File: config.mk
export PLATFORM = sky130hd
export DESIGN_NAME = zrb_uart_rx_os8
export DESIGN_NICKNAME = d
export VERILOG_FILES = /design/src/rtl/zrb_uart_pkg.sv /design/src/rtl/zrb_uart_tick_gen.sv /design/src/rtl/zrb_uart_rx_os8.sv
export SDC_FILE = /design/constraint.sdc
export NUM_CORES = 1
export LEC_CHECK = 0
export CAP_MARGIN = 20
export CORE_UTILIZATION = 26
export CTS_BUF_LIST = sky130_fd_sc_hd__clkbuf_16
export DETAILED_ROUTE_END_ITERATION = 16
export SLEW_MARGIN = 10
export SYNTH_ARGS = -nofsm -noshare
export SYNTH_HDL_FRONTEND = slang
export SYNTH_SLANG_ARGS = --single-unit
export TNS_END_PERCENT = 10
File: constraint.sdc
create_clock -name clk -period 3.5 [get_ports clk]
set_clock_uncertainty 0.1 [all_clocks]
set_input_delay 1.05 -clock clk [delete_from_list [all_inputs] [get_ports clk]]
set_output_delay 1.05 -clock clk [all_outputs]
set_load 0.01 [all_outputs]
File: src/rtl/zrb_uart_pkg.sv
// Shared UART definitions: FSM state encoding, oversampling constants and the
// baud divider helper used by both the receive and transmit sides.
package zrb_uart_pkg;

  typedef enum logic [1:0] {
    IDLE  = 2'd0,
    START = 2'd1,
    DATA  = 2'd2,
    STOP  = 2'd3
  } uart_state_t;

  localparam int OS = 8;

  // Sub-bit positions within one bit period (tick index mod 8).
  localparam logic [2:0] SMP_FIRST  = 3'd3;
  localparam logic [2:0] SMP_MID    = 3'd4;
  localparam logic [2:0] SMP_LAST   = 3'd5;
  localparam logic [2:0] SMP_DECIDE = 3'd7;

  localparam logic [3:0] LAST_DATA_BIT = 4'd8;

  function automatic int uart_div(input int clk_hz, input int baud);
    return clk_hz / (OS * baud);
  endfunction

  function automatic logic maj3(input logic a, input logic b, input logic c);
    return (a & b) | (a & c) | (b & c);
  endfunction

endpackage

File: src/rtl/zrb_uart_tick_gen.sv
// Oversample tick divider: counts 0..DIV-1 and pulses tick on the last count.
// A synchronous clear holds the count at zero so a frame starts phase-aligned.
module zrb_uart_tick_gen #(
  parameter int DIV = 4
) (
  input  logic clk,
  input  logic reset_n,
  input  logic clear,
  output logic tick
);

  localparam int CW = (DIV > 1) ? $clog2(DIV) : 1;
  localparam logic [CW-1:0] LAST = CW'(DIV - 1);

  logic [CW-1:0] cnt;

  always_ff @(posedge clk or negedge reset_n) begin
    if (!reset_n) begin
      cnt <= '0;
    end else if (clear || cnt == LAST) begin
      cnt <= '0;
    end else begin
      cnt <= cnt + 1'b1;
    end
  end

  assign tick = !clear && (cnt == LAST);

endmodule

File: src/rtl/zrb_uart_rx_os8.sv
// 8N1 UART receiver with 8x oversampling and 3-sample majority vote; hands
// bytes to the consumer over valid/ready and flags framing errors and overruns.
module zrb_uart_rx_os8
  import zrb_uart_pkg::*;
#(
  parameter int CLK_HZ = 50000000,
  parameter int BAUD   = 9600,
  parameter int DIV    = uart_div(CLK_HZ, BAUD)
) (
  input  logic       clk,
  input  logic       reset_n,
  input  logic       rx,
  output logic [7:0] data_out,
  output logic       data_valid,
  input  logic       data_ready,
  output logic       frame_err,
  output logic       overrun,
  output logic       busy
);

  if (DIV < 2) begin : g_bad_div
    $error("zrb_uart_rx_os8: DIV must be at least 2");
  end

  uart_state_t state;
  logic        sync1;
  logic        sync2;
  logic        rx_prev;
  logic        fall_edge;
  logic        tick;
  logic        clear;
  logic [6:0]  tick_idx;
  logic [2:0]  sub;
  logic [3:0]  bit_num;
  logic [1:0]  samples;
  logic        bit_val;
  logic        vote;
  logic [7:0]  shift_reg;

  assign sub       = tick_idx[2:0];
  assign bit_num   = tick_idx[6:3];
  assign fall_edge = rx_prev & ~sync2;
  assign clear     = (state == IDLE);
  assign vote      = maj3(samples[0], samples[1], sync2);

  zrb_uart_tick_gen #(
    .DIV(DIV)
  ) u_tick_gen (
    .clk    (clk),
    .reset_n(reset_n),
    .clear  (clear),
    .tick   (tick)
  );

  // Two-stage synchroniser plus a delayed copy for falling-edge detection.
  always_ff @(posedge clk or negedge reset_n) begin
    if (!reset_n) begin
      sync1   <= 1'b1;
      sync2   <= 1'b1;
      rx_prev <= 1'b1;
    end else begin
      sync1   <= rx;
      sync2   <= sync1;
      rx_prev <= sync2;
    end
  end

  always_ff @(posedge clk or negedge reset_n) begin
    if (!reset_n) begin
      tick_idx  <= '0;
      samples   <= '0;
      bit_val   <= 1'b0;
      shift_reg <= '0;
    end else if (state == IDLE) begin
      tick_idx <= '0;
    end else if (tick) begin
      tick_idx <= tick_idx + 7'd1;
      if (sub == SMP_FIRST) samples[0] <= sync2;
      if (sub == SMP_MID)   samples[1] <= sync2;
      if (sub == SMP_LAST)  bit_val    <= vote;
      if (state == DATA && sub == SMP_DECIDE) shift_reg <= {bit_val, shift_reg[7:1]};
    end
  end

  // The stop decision is taken at mid-stop so the next start edge is never missed.
  always_ff @(posedge clk or negedge reset_n) begin
    if (!reset_n) begin
      state      <= IDLE;
      busy       <= 1'b0;
      data_out   <= '0;
      data_valid <= 1'b0;
      frame_err  <= 1'b0;
      overrun    <= 1'b0;
    end else begin
      frame_err <= 1'b0;
      overrun   <= 1'b0;
      if (data_valid && data_ready) data_valid <= 1'b0;
      unique case (state)
        IDLE: begin
          if (fall_edge) begin
            state <= START;
            busy  <= 1'b1;
          end
        end
        START: begin
          if (tick && sub == SMP_DECIDE) begin
            if (bit_val) begin
              state <= IDLE;
              busy  <= 1'b0;
            end else begin
              state <= DATA;
            end
          end
        end
        DATA: begin
          if (tick && sub == SMP_DECIDE && bit_num == LAST_DATA_BIT) state <= STOP;
        end
        STOP: begin
          if (tick && sub == SMP_LAST) begin
            state <= IDLE;
            busy  <= 1'b0;
            if (!vote) begin
              frame_err <= 1'b1;
            end else if (!data_valid || data_ready) begin
              data_out   <= shift_reg;
              data_valid <= 1'b1;
            end else begin
              overrun <= 1'b1;
            end
          end
        end
        default: begin
          state <= IDLE;
          busy  <= 1'b0;
        end
      endcase
    end
  end

endmodule

After elaboration in Yosys (flattened, before gate mapping)
Index checks and enable logic that the tools add are counted.
{"block": "totals", "reg_bits": 45, "input_bits": 4, "output_inout_bits": 12, "word_cells": 85}
{"block": "classes", "add_sub_neg": 2, "n_eq_ne": 14, "mux": 26, "bitwise_logic": 8, "n_reduce_logical": 20}
{"cell": "$mux W1", "count": 16}
{"cell": "$mux W7", "count": 2}
{"cell": "$reduce_and A3 Y1", "count": 4}
{"cell": "$add A10 B1 Y10 const B", "count": 1}
{"cell": "$eq A10 B10 Y1 const B", "count": 1}
{"cell": "$mux W10", "count": 1}
{"cell": "$mux W2", "count": 5}
{"cell": "$eq A3 B3 Y1 const B", "count": 3}
{"cell": "$ne A2 B2 Y1 const B", "count": 4}
{"cell": "$pmux W2 S4", "count": 1}
{"cell": "$reduce_and A4 Y1", "count": 2}
{"cell": "$add A7 B1 Y7 const B", "count": 1}
{"cell": "$logic_and A1 B1 Y1", "count": 6}
{"cell": "$reduce_and A5 Y1", "count": 1}
{"cell": "$and A1 B1 Y1", "count": 4}
{"cell": "$eq A2 B2 Y1 const B", "count": 2}
{"cell": "$eq A4 B4 Y1 const B", "count": 1}
{"cell": "$eq A3 B2 Y1 const B", "count": 1}
{"cell": "$pmux W1 S3", "count": 1}
{"cell": "$reduce_bool A3 Y1", "count": 1}
{"cell": "$eq A2 B1 Y1 const B", "count": 1}
{"cell": "$logic_not A1 Y1", "count": 2}
{"cell": "$logic_not A2 Y1", "count": 1}
{"cell": "$logic_or A1 B1 Y1", "count": 2}
{"cell": "other kinds (4)", "count": 6}

Depth between registers and ports, before layout
Gate-level depths: netlist of the first run.
{"block": "depth", "depth_word": 7, "mapped_depth": 7, "depth_no_buf": 6}

Cells and area by module
From an unflattened synthesis of the first run, not the netlist that was laid out.
{"block": "hier_totals", "cells_unflattened": 163, "hier_area_um2": 1996.9}
{"module": "zrb_uart_rx_os8", "n_inst": 1, "cells_per_inst": 113, "area_each_um2": 1488.9}
{"module": "zrb_uart_tick_gen", "n_inst": 1, "cells_per_inst": 50, "area_each_um2": 508.0}

Least setup slack after synthesis of the first run
Ideal clock, no wire load.
{"block": "synth_timing", "path_type": "input to register", "start": "input data_ready", "end": "register data_out[0]", "t_arrival_ns": 1.865, "t_required_ns": 3.275, "setup_slack_ns": 1.410, "path_stages": 4, "path_buffers": 0, "cell_sequence": "nand2b_1 > nand3_1 > nor2_2 > mux2_2"}
{"block": "synth_between", "elab_chain_len": 2}
{"item": "start: declaration", "line": "zrb_uart_rx_os8.sv:15", "rtl": "input logic data_ready,"}
{"item": "$logic_or A1 B1 Y1", "line": "zrb_uart_rx_os8.sv:124", "rtl": "end else if (!data_valid || data_ready) begin"}
{"item": "$reduce_and A4 Y1 (no line)"}
{"item": "end signal: assignment", "line": "zrb_uart_rx_os8.sv:125", "rtl": "data_out <= shift_reg;"}
{"item": "end: declaration", "line": "zrb_uart_rx_os8.sv:13", "rtl": "output logic [7:0] data_out,"}
No other way between the ends.
A chain may end at the register's enable or synchronous reset.

Final worst setup path of the first run
Same ends and word-level chain as after synthesis.

==> impl_results.md, run 1 <==
* Routed len/inst at 11.8 um
* Die Span X at 90.7 um
* Area occupied by multi-input gates at 872 sq um
* Crit-path cells: clkdlybuf4s50_1, nand2b_1, nand3_1, nor2_2, mux2_2
* CTS Hold Buffers Added at 0
* Top cells by area, synth: dfrtp_1 51%, mux2_2 11%, ha_1 4.3%
* Vias/cell at 4.52
* Number of cell rows at 31
* Status: finished clean
* Maximum VDD drop at 187 uV
* Drt first-iter violations at 38
* Mapped Nets at 186
* Final ANT Viol Nets at 0
* Post-synthesis register bit count at 45
* Initial antenna violation count at 0
* Share of Yosys cell area claimed by the top area cell type at 51.4%
* Dpl hpwl at 2370 um
* Tmin final at 2.42 ns
* Core area at 7410 sq um
* Clk Latency, worst-skew pair at 0.29 ns
* Antenna diodes at 0
* DR DRC count at 0
* WP buf/inv at 1
* Synth cell types at 36
* Initial core utilization at 27.6%
* Peak Freq at 414 MHz
* CTS root buffer: clkbuf_16
* Htree depth at 2
* Die area at 8220 sq um
* Worst Setup End Kind: flip-flop
* # nets final at 206
* All-Layer GR Usage at 9.60%
* Critical path arrival at 2.48 ns
* R2R Path Start: u_tick_gen.cnt[0]
* Clock sink total at 45
* Top Ports at 16
* Pre-CTS setup slack at 0.758 ns
* Startpoint Class: input pin
* CTS Buf Count at 5
* Register Area at 1130 sq um
* Detailed-route via count at 1,334
* CTS tree: built
* Max-slew violation count at 0
* Post-Syn Area per Cell at 11.7 sq um
* WHS Path Cells at 0
* FFs w/ async S/R, synth at 100%
* Largest net degree at the start of global routing at 46
* Worst reg-to-reg path cell count at 6
* Synth warn at 0
* Number of buffers added on ports at 15
* Worst slew margin at 55.4%
* Post-synth top area cell: dfrtp_1
* Placed cells at 286
* Setup violators final at 0
* Final worst slack at 1.09 ns
* Worst path required time at 3.57 ns
* Layout Cells excl Fill at 295
* Clock Path Buffers at 2
* CP peak stage delay at 0.45 ns
* HP Class: reg -> reg
* Die span in y at 90.7 um
* Grt total ovfl at 0
* Post CTS Setup Buffer Count at 0
* Hold Path Sink: sync2
* Worst hold path startpoint: sync1
* Worst-Margin Slew at 0.664 ns
* Setup CP Type: in -> reg
* First-pass GRT wire length at 6270 um
* Post-Syn Area at 2040 sq um
* Max FFs per register at 10
* FF-to-FF End: data_out[0]
* Count leader, synth: dfrtp_1
* CTS resizes at 0
* Post-synthesis sequential area ratio at 55.3%
* Vias in the first global route at 1,378
* CTS clock-pin slew for the worst setup and hold paths at 0.06 ns
* Max Cap Violations at 0
* CP top delay family: simple AND/OR/NAND/NOR gates
* Mapped Cells at 175
* Reg-to-reg slack, setup at 1.25 ns
* Commonest register cell after synthesis: dfrtp_1
* TNS Setup at 0 ns
* Final period utilization at 69.0%
* Static Leak at 1.04 nW
* Share of cells above drive strength 1 at 19.9%
* Top cells by count, synth: 42 x dfrtp_1, 20 x mux2_2, 19 x nor2_1, 12 x nand2_1, 10 x nand3_1
* RSZ-0062 raised after global routing: no
* Power Density at 468 nW/um^2
* Final Hold Fails at 0
* Area growth syn-to-layout at 21.1%
* Crit-path max FO at 8
* EDFF count, synth at 0
* CP max stage cell: clkdlybuf4s50_1
* GP Congestion at 0.719
* DR pass1 iterations at 4
* FILL cells at 740
* Final WL at 3480 um
-- cells in the final DEF (no fill, tap or decap), types with 3 or more instances in the layout --
master and count:
dfrtp_1 42, mux2_2 20, nor2_1 19, clkdlybuf4s50_1 14
nand2_1 12, nand3_1 10, xnor2_1 9, inv_1 7
ha_1 7, o21ai_0 6, a21oi_1 5, clkbuf_16 5
nor4_1 3, nand2b_1 3, dfstp_2 3
-- area by class of cell --
cell class                 instances  area share [%]
timing repair buffer              17            6.98
clock buffer                       5            5.06
tap                               99            5.01
clock inverter                     3            1.01
inverter                           7            1.06
sequential                        45            45.7
multi-input combinational        119            35.2
-- metrics by stage --
stage,hold slack (ns),utilization [%],power (mW),cell area [sq um]
after floorplan,0.245,-,0.652,2040
after CTS,0.259,33.1,1.18,2450
after global routing,0.266,33.4,1.22,2470
after global placement,0.246,31.1,0.696,2300
after detailed placement,0.249,31.1,0.698,2300
final,0.257,33.4,1.16,2470
-- worst reg2reg max path: stages, from the launching register on --
cell and delay (ns):
dfrtp_1 0.42, inv_1 0.07, ha_1 0.16, nand3b_1 0.21, or3_4 0.42, nor2_2 0.37, mux2_2 0.39
-- cell families after synthesis --
| family | synth area share, % |
|---|---|
| simple gates | 17.0 |
| compound gates | 5.14 |
| mux | 11.0 |
| buf+inv | 2.08 |
| flops | 55.3 |
| xor+xnor | 4.71 |
| fa+ha+maj | 4.77 |
-- routing by layer --
layer / global-route usage, % / wire length (um) / vias to the layer above
li1: - / - / 656
met3: 2.86 / 109 / 4
met5: 0 / 0 / -
met4: 4.17 / 34 / 0
met1: 11.8 / 1670 / 658
met2: 15.5 / 1670 / 16
-- power breakdown --
| group | switching [mW] | internal (mW) | total, mW |
|---|---|---|---|
| combinational | 0.0669 | 0.0433 | 0.110 |
| clock | 0.205 | 0.268 | 0.473 |
| sequential | 0.0334 | 0.542 | 0.576 |
-- worst max path at each step --
stage               startpoint           to  depth (start not counted)
floorplan           data_ready  data_out[0]                          4
detailed placement  data_ready  data_out[1]                          5
finish              data_ready  data_out[0]                          5
global route        data_ready  data_out[7]                          5
CTS                 data_ready  data_out[1]                          5
global placement    data_ready  data_out[5]                          5
No activity file was read; power rests on OpenSTA's default activity.
==> run 2: changes to the inputs <==
==> constraint.sdc (replaced) <==
create_clock -name clk -period 2.4 [get_ports clk]
set_clock_uncertainty 0.1 [all_clocks]
set_input_delay 0.72 -clock clk [delete_from_list [all_inputs] [get_ports clk]]
set_output_delay 0.72 -clock clk [all_outputs]
set_load 0.01 [all_outputs]
==> run 2 against run 1 <==
Effect of this change:
- largest power group unchanged
- core utilization grew 0.51 points
- non-clock buffer count is 5 higher
- via count rose by 0.82%
- global-route usage decreased by 0.072 points
- critical path type is now reg -> reg
- critical endpoint is now data_out[1]
- register-to-register slack got worse by 0.98 ns
- setup slack lost 0.82 ns
- sequential cell count unchanged
- critical path depth up 2
- clock-buffer cell count did not move
- cell count rose by 1.7%
- hold slack got worse by 0.0022 ns
==> impl_results.md, run 2 (synthesis gave the netlist of run 1 again) <==
* Share of cells above drive strength 1 at 21.9%
* Clock Path Buffers at 2
* Final WL at 3420 um
* FILL cells at 733
* CTS Hold Buffers Added at 0
* Drt first-iter violations at 29
* Clk Latency, worst-skew pair at 0.28 ns
* CTS tree: built
* Post-Layout Inst Area at 2510 sq um
* Initial core utilization at 27.6%
* Final period utilization at 88.9%
* Static Leak at 1.07 nW
* Post CTS Setup Buffer Count at 0
* Most common cell after layout, fill and taps aside: dfrtp_1
* Worst Setup End Kind: flip-flop
* Final ANT Viol Nets at 0
* Htree depth at 2
* CTS root buffer: clkbuf_16
* Number of buffers added on ports at 15
* Tmin final at 2.13 ns
* Antenna diodes at 0
* CTS Buf Count at 5
* Clock sink total at 45
* Pre-CTS setup slack at 0.164 ns
* Detailed-route via count at 1,345
* Worst path required time at 2.47 ns
* Final worst slack at 0.267 ns
* Most used routing layer in global routing: met2
* CTS resizes at 0
* DR pass1 iterations at 4
* Maximum VDD drop at 281 uV
* Setup CP Type: reg -> reg
* Register Area at 1130 sq um
* Dpl hpwl at 2470 um
* DR DRC count at 0
* Worst reg-to-reg path cell count at 7
* TNS Setup at 0 ns
* Grt total ovfl at 0
* Placed Area at 2360 sq um
* Tot Pwr at 1.69 mW
* Internal power at 1.26 mW
* Reg-to-reg slack, setup at 0.27 ns
* Crit-path max FO at 8
* Critical path arrival at 2.20 ns
* Clock Power Share at 39.6%
* Routed len/inst at 11.4 um
* WHS Path Cells at 0
* First-pass GRT wire length at 6340 um
* Peak Freq at 469 MHz
* Worst-Margin Slew at 0.559 ns
* Max FFs per register at 10
* Max Cap Violations at 0
* FF-to-FF End: data_out[1]
* Met2 global-route usage at 15.6%
* Met1 Use GR at 12.0%
* Area growth syn-to-layout at 22.9%
* RSZ-0062 raised after global routing: no
* Worst hold path startpoint: sync1
* # nets final at 211
* GP Congestion at 0.697
* Status: finished clean
* Final Hold Fails at 0
* Setup violators final at 0
* Gate power share at 10.5%
* Max-slew violation count at 0
* Vias/cell at 4.48
* Top Ports at 16
* Initial antenna violation count at 0
* Most frequent cells in the layout: 42 x dfrtp_1, 20 x mux2_2, 19 x nor2_1, 14 x clkdlybuf4s50_1, 12 x nand2_1
* Switching share of total power at 25.5%
* Worst slew margin at 62.4%
* All-Layer GR Usage at 9.53%
* Die Span X at 90.7 um
* HP Class: reg -> reg
* Area occupied by multi-input gates at 872 sq um
* R2R Path Start: u_tick_gen.cnt[0]
* Hold Path Sink: sync2
* Sw power at 0.430 mW
* Die span in y at 90.7 um
* Die area at 8220 sq um
* Number of cell rows at 31
* Power Density at 671 nW/um^2
* CTS clock-pin slew for the worst setup and hold paths at 0.06 ns
* Reg power frac at 49.9%
* Largest net degree at the start of global routing at 27
* Startpoint Class: flip-flop
* Core area at 7410 sq um
* Met3 usage at 2.61%
* Vias in the first global route at 1,399
## run 2: changes by cell type in the layout (fill, tap and decap cells not counted), sizes merged
cell | previous run | this run
buf | 3 | 8
## run 2: worst max-delay path, cell delays in order (launching register included)
cell and delay [ns]:
dfrtp_1 0.42, inv_1 0.07, ha_1 0.17, nand3b_1 0.22
or3_4 0.43, nor2_2 0.11, buf_4 0.17, mux2_2 0.34
## run 2: power groups by stage
| stage | Combinational, mW | Sequential, mW | Clock [mW] |
|---|---|---|---|
| 2_1_floorplan | 0.119 | 0.832 | 0 |
| 3_3_place_gp | 0.177 | 0.853 | 0 |
| 3_5_place_dp | 0.181 | 0.856 | 0 |
| 4_1_cts | 0.181 | 0.841 | 0.697 |
| 5_1_grt | 0.199 | 0.850 | 0.733 |
| 6_report | 0.177 | 0.841 | 0.668 |
## run 2: area by class of cell
cell class / instances / area share [%]
multi-input cells: 119 / 34.7
repair buffers: 22 / 8.37
inverters: 7 / 1.05
clock buffers: 5 / 4.98
flip-flops and latches: 45 / 45.0
clock inverters: 3 / 0.996
well taps: 99 / 4.93
## run 2: layer usage
layer | wire length [um] | vias up | share of wire [%]
met5 | 0 | - | 0
met2 | 1600 | 14 | 47
li1 | - | 663 | -
met1 | 1690 | 666 | 49
met3 | 103 | 2 | 3.0
met4 | 24 | 0 | 0.70
## run 2: worst max path at each step
stage	start	endpoint	depth (start not counted)
after floorplan	u_tick_gen.cnt[0]	data_out[0]	6
after global placement	data_ready	data_out[5]	6
after detailed placement	data_ready	data_out[1]	6
after CTS	u_tick_gen.cnt[0]	data_out[1]	7
after global routing	u_tick_gen.cnt[0]	data_out[7]	7
final	u_tick_gen.cnt[0]	data_out[1]	7
## run 2: stage by stage
stage          std cells  utilization [%]  hold slack, ns
6_report             300             33.9           0.255
5_1_grt              300             33.9           0.269
4_1_cts              300             33.9           0.256
3_5_place_dp         292             31.9           0.247
3_3_place_gp         292             31.9           0.246
2_1_floorplan        175                -           0.245
